[config.mk]
export PLATFORM = sky130hd
export DESIGN_NAME = mem_port_arbiter
export DESIGN_NICKNAME = d
export VERILOG_FILES = /design/src/rtl/mem_port_arbiter.sv
export SDC_FILE = /design/constraint.sdc
export NUM_CORES = 1
export LEC_CHECK = 0
export CAP_MARGIN = 20
export CORE_MARGIN = 8
export CORE_UTILIZATION = 40
export DETAILED_ROUTE_END_ITERATION = 10
export PLACE_DENSITY = 0.89
export SYNTH_ARGS = -nofsm -noshare
export SYNTH_HDL_FRONTEND = slang
export SYNTH_SLANG_ARGS = --single-unit
export TNS_END_PERCENT = 50
[constraint.sdc]
create_clock -name clk -period 2.3 [get_ports clk]
set_input_delay 0.46 -clock clk [delete_from_list [all_inputs] [get_ports clk]]
set_output_delay 0.46 -clock clk [all_outputs]
set_load 0.02 [all_outputs]
[src/rtl/mem_port_arbiter.sv]
// mem_port_arbiter: shares the single mmu memory port between the core
// (master 0) and the programming/debug loader (master 1). Only one
// transaction is in flight at a time. Grants are round-robin, programming
// mode gives master 1 exclusive access, and a per-transaction timeout
// turns a hung slave into an error response.
module mem_port_arbiter #(
  parameter int MEM_W          = 32,
  parameter int TIMEOUT_CYCLES = 255
) (
  input  logic                 clk,
  input  logic                 rst,
  input  logic                 set_programming_mode,

  input  logic                 m0_req_i,
  input  logic [31:0]          m0_addr_i,
  input  logic                 m0_we_i,
  input  logic [MEM_W/8-1:0]   m0_be_i,
  input  logic [MEM_W-1:0]     m0_wdata_i,
  output logic                 m0_rvalid_o,
  output logic                 m0_err_o,
  output logic [MEM_W-1:0]     m0_rdata_o,

  input  logic                 m1_req_i,
  input  logic [31:0]          m1_addr_i,
  input  logic                 m1_we_i,
  input  logic [MEM_W/8-1:0]   m1_be_i,
  input  logic [MEM_W-1:0]     m1_wdata_i,
  output logic                 m1_rvalid_o,
  output logic                 m1_err_o,
  output logic [MEM_W-1:0]     m1_rdata_o,

  output logic                 s_req_o,
  output logic [31:0]          s_addr_o,
  output logic                 s_we_o,
  output logic [MEM_W/8-1:0]   s_be_o,
  output logic [MEM_W-1:0]     s_wdata_o,
  input  logic                 s_rvalid_i,
  input  logic                 s_err_i,
  input  logic [MEM_W-1:0]     s_rdata_i,

  output logic                 busy_o,
  output logic                 owner_o
);

  localparam int BE_W  = MEM_W / 8;
  localparam int CNT_W = (TIMEOUT_CYCLES < 2) ? 1 : $clog2(TIMEOUT_CYCLES + 1);
  // Counter value seen in the last allowed ISSUE cycle (counter starts at 0).
  localparam logic [CNT_W-1:0] CNT_LAST =
    CNT_W'((TIMEOUT_CYCLES > 0) ? (TIMEOUT_CYCLES - 1) : 0);

  typedef enum logic [1:0] {
    ST_IDLE  = 2'd0,
    ST_ISSUE = 2'd1,
    ST_RESP  = 2'd2
  } state_t;

  state_t             r_state;
  state_t             w_state_next;

  logic               r_last_grant;
  logic               r_owner;
  logic               r_busy;
  logic               r_s_req;
  logic [31:0]        r_s_addr;
  logic               r_s_we;
  logic [BE_W-1:0]    r_s_be;
  logic [MEM_W-1:0]   r_s_wdata;
  logic [CNT_W-1:0]   r_cnt;

  logic               w_elig0;
  logic               w_elig1;
  logic               w_grant;
  logic               w_grant_idx;
  logic               w_done;
  logic               w_resp_err;
  logic [MEM_W-1:0]   w_resp_rdata;
  logic               w_cnt_inc;

  // Master 0 is locked out while programming mode is active.
  assign w_elig0 = m0_req_i & ~set_programming_mode;
  assign w_elig1 = m1_req_i;

  // State register.
  always_ff @(posedge clk) begin
    if (rst) begin
      r_state <= ST_IDLE;
    end else begin
      r_state <= w_state_next;
    end
  end

  // Next-state logic: arbitration in IDLE, response/timeout detection in ISSUE.
  always_comb begin
    w_state_next = r_state;
    w_grant      = 1'b0;
    w_grant_idx  = 1'b0;
    w_done       = 1'b0;
    w_resp_err   = 1'b0;
    w_resp_rdata = '0;
    w_cnt_inc    = 1'b0;
    case (r_state)
      ST_IDLE: begin
        if (w_elig0 && w_elig1) begin
          w_grant     = 1'b1;
          w_grant_idx = ~r_last_grant;
        end else if (w_elig1) begin
          w_grant     = 1'b1;
          w_grant_idx = 1'b1;
        end else if (w_elig0) begin
          w_grant     = 1'b1;
          w_grant_idx = 1'b0;
        end
        if (w_grant) begin
          w_state_next = ST_ISSUE;
        end
      end
      ST_ISSUE: begin
        // A response arriving in the timeout cycle takes priority.
        if (s_rvalid_i) begin
          w_done       = 1'b1;
          w_resp_err   = s_err_i;
          w_resp_rdata = s_rdata_i;
          w_state_next = ST_RESP;
        end else if ((TIMEOUT_CYCLES != 0) && (r_cnt == CNT_LAST)) begin
          w_done       = 1'b1;
          w_resp_err   = 1'b1;
          w_resp_rdata = '0;
          w_state_next = ST_RESP;
        end else begin
          w_cnt_inc = 1'b1;
        end
      end
      ST_RESP: begin
        // The owner still holds its old request here, so never arbitrate.
        w_state_next = ST_IDLE;
      end
      default: begin
        w_state_next = ST_IDLE;
      end
    endcase
  end

  // Slave-side payload, ownership and timeout counter.
  always_ff @(posedge clk) begin
    if (rst) begin
      r_last_grant <= 1'b1;
      r_owner      <= 1'b0;
      r_busy       <= 1'b0;
      r_s_req      <= 1'b0;
      r_s_addr     <= '0;
      r_s_we       <= 1'b0;
      r_s_be       <= '0;
      r_s_wdata    <= '0;
      r_cnt        <= '0;
    end else begin
      r_busy <= (w_state_next != ST_IDLE);
      if (w_grant) begin
        r_s_req      <= 1'b1;
        r_owner      <= w_grant_idx;
        r_last_grant <= w_grant_idx;
        r_cnt        <= '0;
        r_s_addr     <= w_grant_idx ? m1_addr_i  : m0_addr_i;
        r_s_we       <= w_grant_idx ? m1_we_i    : m0_we_i;
        r_s_be       <= w_grant_idx ? m1_be_i    : m0_be_i;
        r_s_wdata    <= w_grant_idx ? m1_wdata_i : m0_wdata_i;
      end
      if (w_done) begin
        r_s_req <= 1'b0;
      end
      if (w_cnt_inc) begin
        r_cnt <= r_cnt + 1'b1;
      end
    end
  end

  // Per-master response registers; only the owner sees the rvalid pulse.
  for (genvar gi = 0; gi < 2; gi++) begin : g_resp
    localparam logic IDX = 1'(gi);
    logic             r_rvalid;
    logic             r_err;
    logic [MEM_W-1:0] r_rdata;

    // Capture the response for this master when it owns the finishing transaction.
    always_ff @(posedge clk) begin
      if (rst) begin
        r_rvalid <= 1'b0;
        r_err    <= 1'b0;
        r_rdata  <= '0;
      end else begin
        r_rvalid <= w_done && (r_owner == IDX);
        r_err    <= w_done && (r_owner == IDX) && w_resp_err;
        if (w_done && (r_owner == IDX)) begin
          r_rdata <= w_resp_rdata;
        end
      end
    end
  end

  assign m0_rvalid_o = g_resp[0].r_rvalid;
  assign m0_err_o    = g_resp[0].r_err;
  assign m0_rdata_o  = g_resp[0].r_rdata;
  assign m1_rvalid_o = g_resp[1].r_rvalid;
  assign m1_err_o    = g_resp[1].r_err;
  assign m1_rdata_o  = g_resp[1].r_rdata;

  assign s_req_o   = r_s_req;
  assign s_addr_o  = r_s_addr;
  assign s_we_o    = r_s_we;
  assign s_be_o    = r_s_be;
  assign s_wdata_o = r_s_wdata;
  assign busy_o    = r_busy;
  assign owner_o   = r_owner;

endmodule

==> flow_summary.yaml <==
outcome:
  status: "completed"
clock_network:
  post-cts-setup-buffers: 0
  clock_sinks: 151
  ctsResizeCount: 0
  postCtsHoldBufs: 0
  cts-root-buf: "clkbuf_16"
  worst_skew_pair.late_latency_ns: 0.43
  cts.path.max_buffers: 2
  tritoncts: "built"
  htree_levels: 4
  clk_pin_slew_ns: 0.06
  cts_buffers: 17
pwr:
  power.clock.fraction_pct: 39.0
  switching_power_mw: 2.02
  power_frac_comb_pct: 21.0
  powerDensity_nw_per_um2: 716
  vdd_drop_max_v: 0.000443
  p_leak_nw: 3.43
  sequentialPowerShare_pct: 40.1
  switching_share_pct: 28.0
  p_int_mw: 5.19
critical_path:
  path_class: "flip-flop to flip-flop"
  path_cells: "inv_1 > ha_1 > and3_1 > a21oi_2 > buf_12 > nor2_2 > buf_12 > a311oi_1"
  cp-start-kind: "flip-flop"
  cpMostUsedCell: "buf_12"
  critPathArrivalTime_ns: 2.40
  end_kind: "flip-flop"
  cp_slowest_cell: "dfxtp_1"
  r2r_end: "m1_rdata_o[9]"
  cp.required_ns: 2.61
  path_depth: 8
  r2r_setup_slack_ns: 0.22
  r2r_start: "r_cnt[0]"
  cp_max_fo: 25
  crit_path_end: "m1_rdata_o[9]"
  critical_path.top_delay_family: "compound AO/OA/AOI/OAI gates"
  crit_start: "r_cnt[0]"
  rr_worst_depth: 8
  crit_buf_inv: 3
  cpPeakStageDelay_ns: 0.43
floorplanning:
  die_area_um2: 19500
  num_rows: 45
  initial_core_util_pct: 40.5
  die_w_um: 140
  io_pins: 317
  chipHeight_um: 140
  core_um2: 15100
cells_and_area:
  layout_commonest_cell: "clkdlybuf4s50_1"
  area_growth_pct: 64.9
  post-route-util_pct: 66.8
  antenna_cells: 0
  final_cell_mix: "315 x clkdlybuf4s50_1, 150 x dfxtp_1, 79 x nor2_1, 75 x a21oi_1, 71 x nand2_1"
  fillers: 1138
  fin_nets: 1167
  drive_gt1_share_pct: 6.59
  finalInstanceArea_um2: 10100
sta:
  max_freq_mhz: 480
  hold_ws_ns: 0.353
  grt_setup_unrepaired: "no"
  setup_viol: 0
  hold_viol: 0
  period_share_pct: 90.6
  drv_slew: 0
  finClkSkew_ns: 0.0173
  slew_headroom_pct: 55.7
  tns_ns: 0
  worst_pin_slew_ns: 0.665
  min_period_ns: 2.08
synth:
  ys_ff_latch: 151
  syn_area_per_cell_um2: 8.73
  synth_warnings: 0
  syn_nets: 879
  ys_async_sr_fraction_pct: 0
  synth_area_um2: 6110
  syn_inst: 700
  synth_cell_types: 41
  synth_edf_count: 0
  ys.flop_type: "dfxtp_1"
  ys_seq_area_share_pct: 49.5
global_route:
  grt_pass1_vias: 6545
  grt_pass1_wl_um: 36600
  grt_remaining_overflow: 0
  grt_util_all_layers_pct: 23.4
  antenna_found_initial: 1
  grt_max_degree: 67
placed_design:
  io_buffers: 316
  dpl.hpwl_um: 17600
  placed_cell_area_um2: 9480
  gp_congestion: 0.833
routing:
  drtIter0Drc: 402
  drt_pass1_iterations: 6
  viasPerCell: 5.63
  wirelength_um: 23600
  wl_per_cell_um: 19.9
  ant_nets: 0
  post-route-drc-count: 0
  dr_total_vias: 6690
hold_path:
  hp-class: "input pin to flip-flop"
  min_from: "rst"
flow_run:
  max_cap_viol_count: 0
flip-flops by register name, indices dropped and copies added, names as in the netlist, 2 cells and up:
signal,cells
r_state,2
m0_rdata_o,32
s_be_o,4
s_wdata_o,32
m1_rdata_o,32
s_addr_o,32
r_cnt,8
worst min path at each step:
stage,to,slack [ns],cells past startpoint
after global placement,s_addr_o[13],0.44,1
final,s_wdata_o[18],0.35,2
after CTS,owner_o,0.33,2
after floorplan,r_last_grant,0.44,2
after detailed placement,s_wdata_o[19],0.45,1
after global routing,s_wdata_o[18],0.36,2
area by class of cell:
| class | count | area (um^2) | area share, % |
|---|---|---|---|
| Inverter | 2 | 7.51 | 0.0745 |
| Tap cell | 188 | 235 | 2.33 |
| Multi-Input combinational cell | 477 | 2780 | 27.6 |
| Clock buffer | 19 | 453 | 4.50 |
| Clock inverter | 13 | 144 | 1.43 |
| Sequential cell | 151 | 3020 | 30.0 |
| Timing Repair Buffer | 339 | 3430 | 34.1 |
worst register-to-register path: stages, from the launching register on:
cell and delay, ns:
dfxtp_1 0.43, inv_1 0.09, ha_1 0.20, and3_1 0.24
a21oi_2 0.26, buf_12 0.21, nor2_2 0.08, buf_12 0.17
a311oi_1 0.31
metrics by stage:
stage | setup slack (ns) | instances | power (mW)
after floorplan | 0.294 | 700 | 3.58
after global placement | 0.193 | 1157 | 4.42
after detailed placement | 0.148 | 1157 | 4.45
after CTS | 0.223 | 1189 | 7.25
after global routing | 0.0508 | 1189 | 7.46
final | 0.215 | 1189 | 7.21
routing by layer:
metal	track usage (%)	part of all wire, %
met5	0	0.055
met4	8.34	2.4
met3	9.85	10
met2	39.4	49
met1	26.2	38
synthesized netlist by cell type (all sizes together), types with 2 or more instances:
cell type  count  share of area (%)
a211oi         4               0.49
a21oi         76                6.3
a311oi        33                4.7
and2           2               0.20
and3           3               0.31
and4b          3               0.49
buf           11                1.2
clkbuf        59                4.0
dfxtp        151                 49
ha             2               0.41
inv            2               0.12
nand2         71                4.4
nand2b         2               0.33
nand3          9               0.74
nor2          81                5.0
nor2b          2               0.20
nor3           3               0.25
nor4b          2               0.29
o211ai         2               0.25
o21ai         70                5.7
o2bb2ai       66                9.5
o31ai         32                3.9
cell families after synthesis:
logic type                 share of synthesized area, %
and+or+nand+nor                                    13.0
DFF                                                49.5
AOI/OAI and AO/OA                                  31.8
buffers and inverters                              5.30
adders and majority gates                         0.410
power groups by stage:
| stage | clock network (mW) | logic, mW | registers (mW) |
|---|---|---|---|
| 2_1_floorplan | 0 | 0.450 | 3.13 |
| 3_3_place_gp | 0 | 1.48 | 2.94 |
| 3_5_place_dp | 0 | 1.51 | 2.94 |
| 4_1_cts | 2.85 | 1.51 | 2.89 |
| 5_1_grt | 2.95 | 1.61 | 2.91 |
| 6_report | 2.81 | 1.51 | 2.89 |
Power figures use the tool's default switching activity.
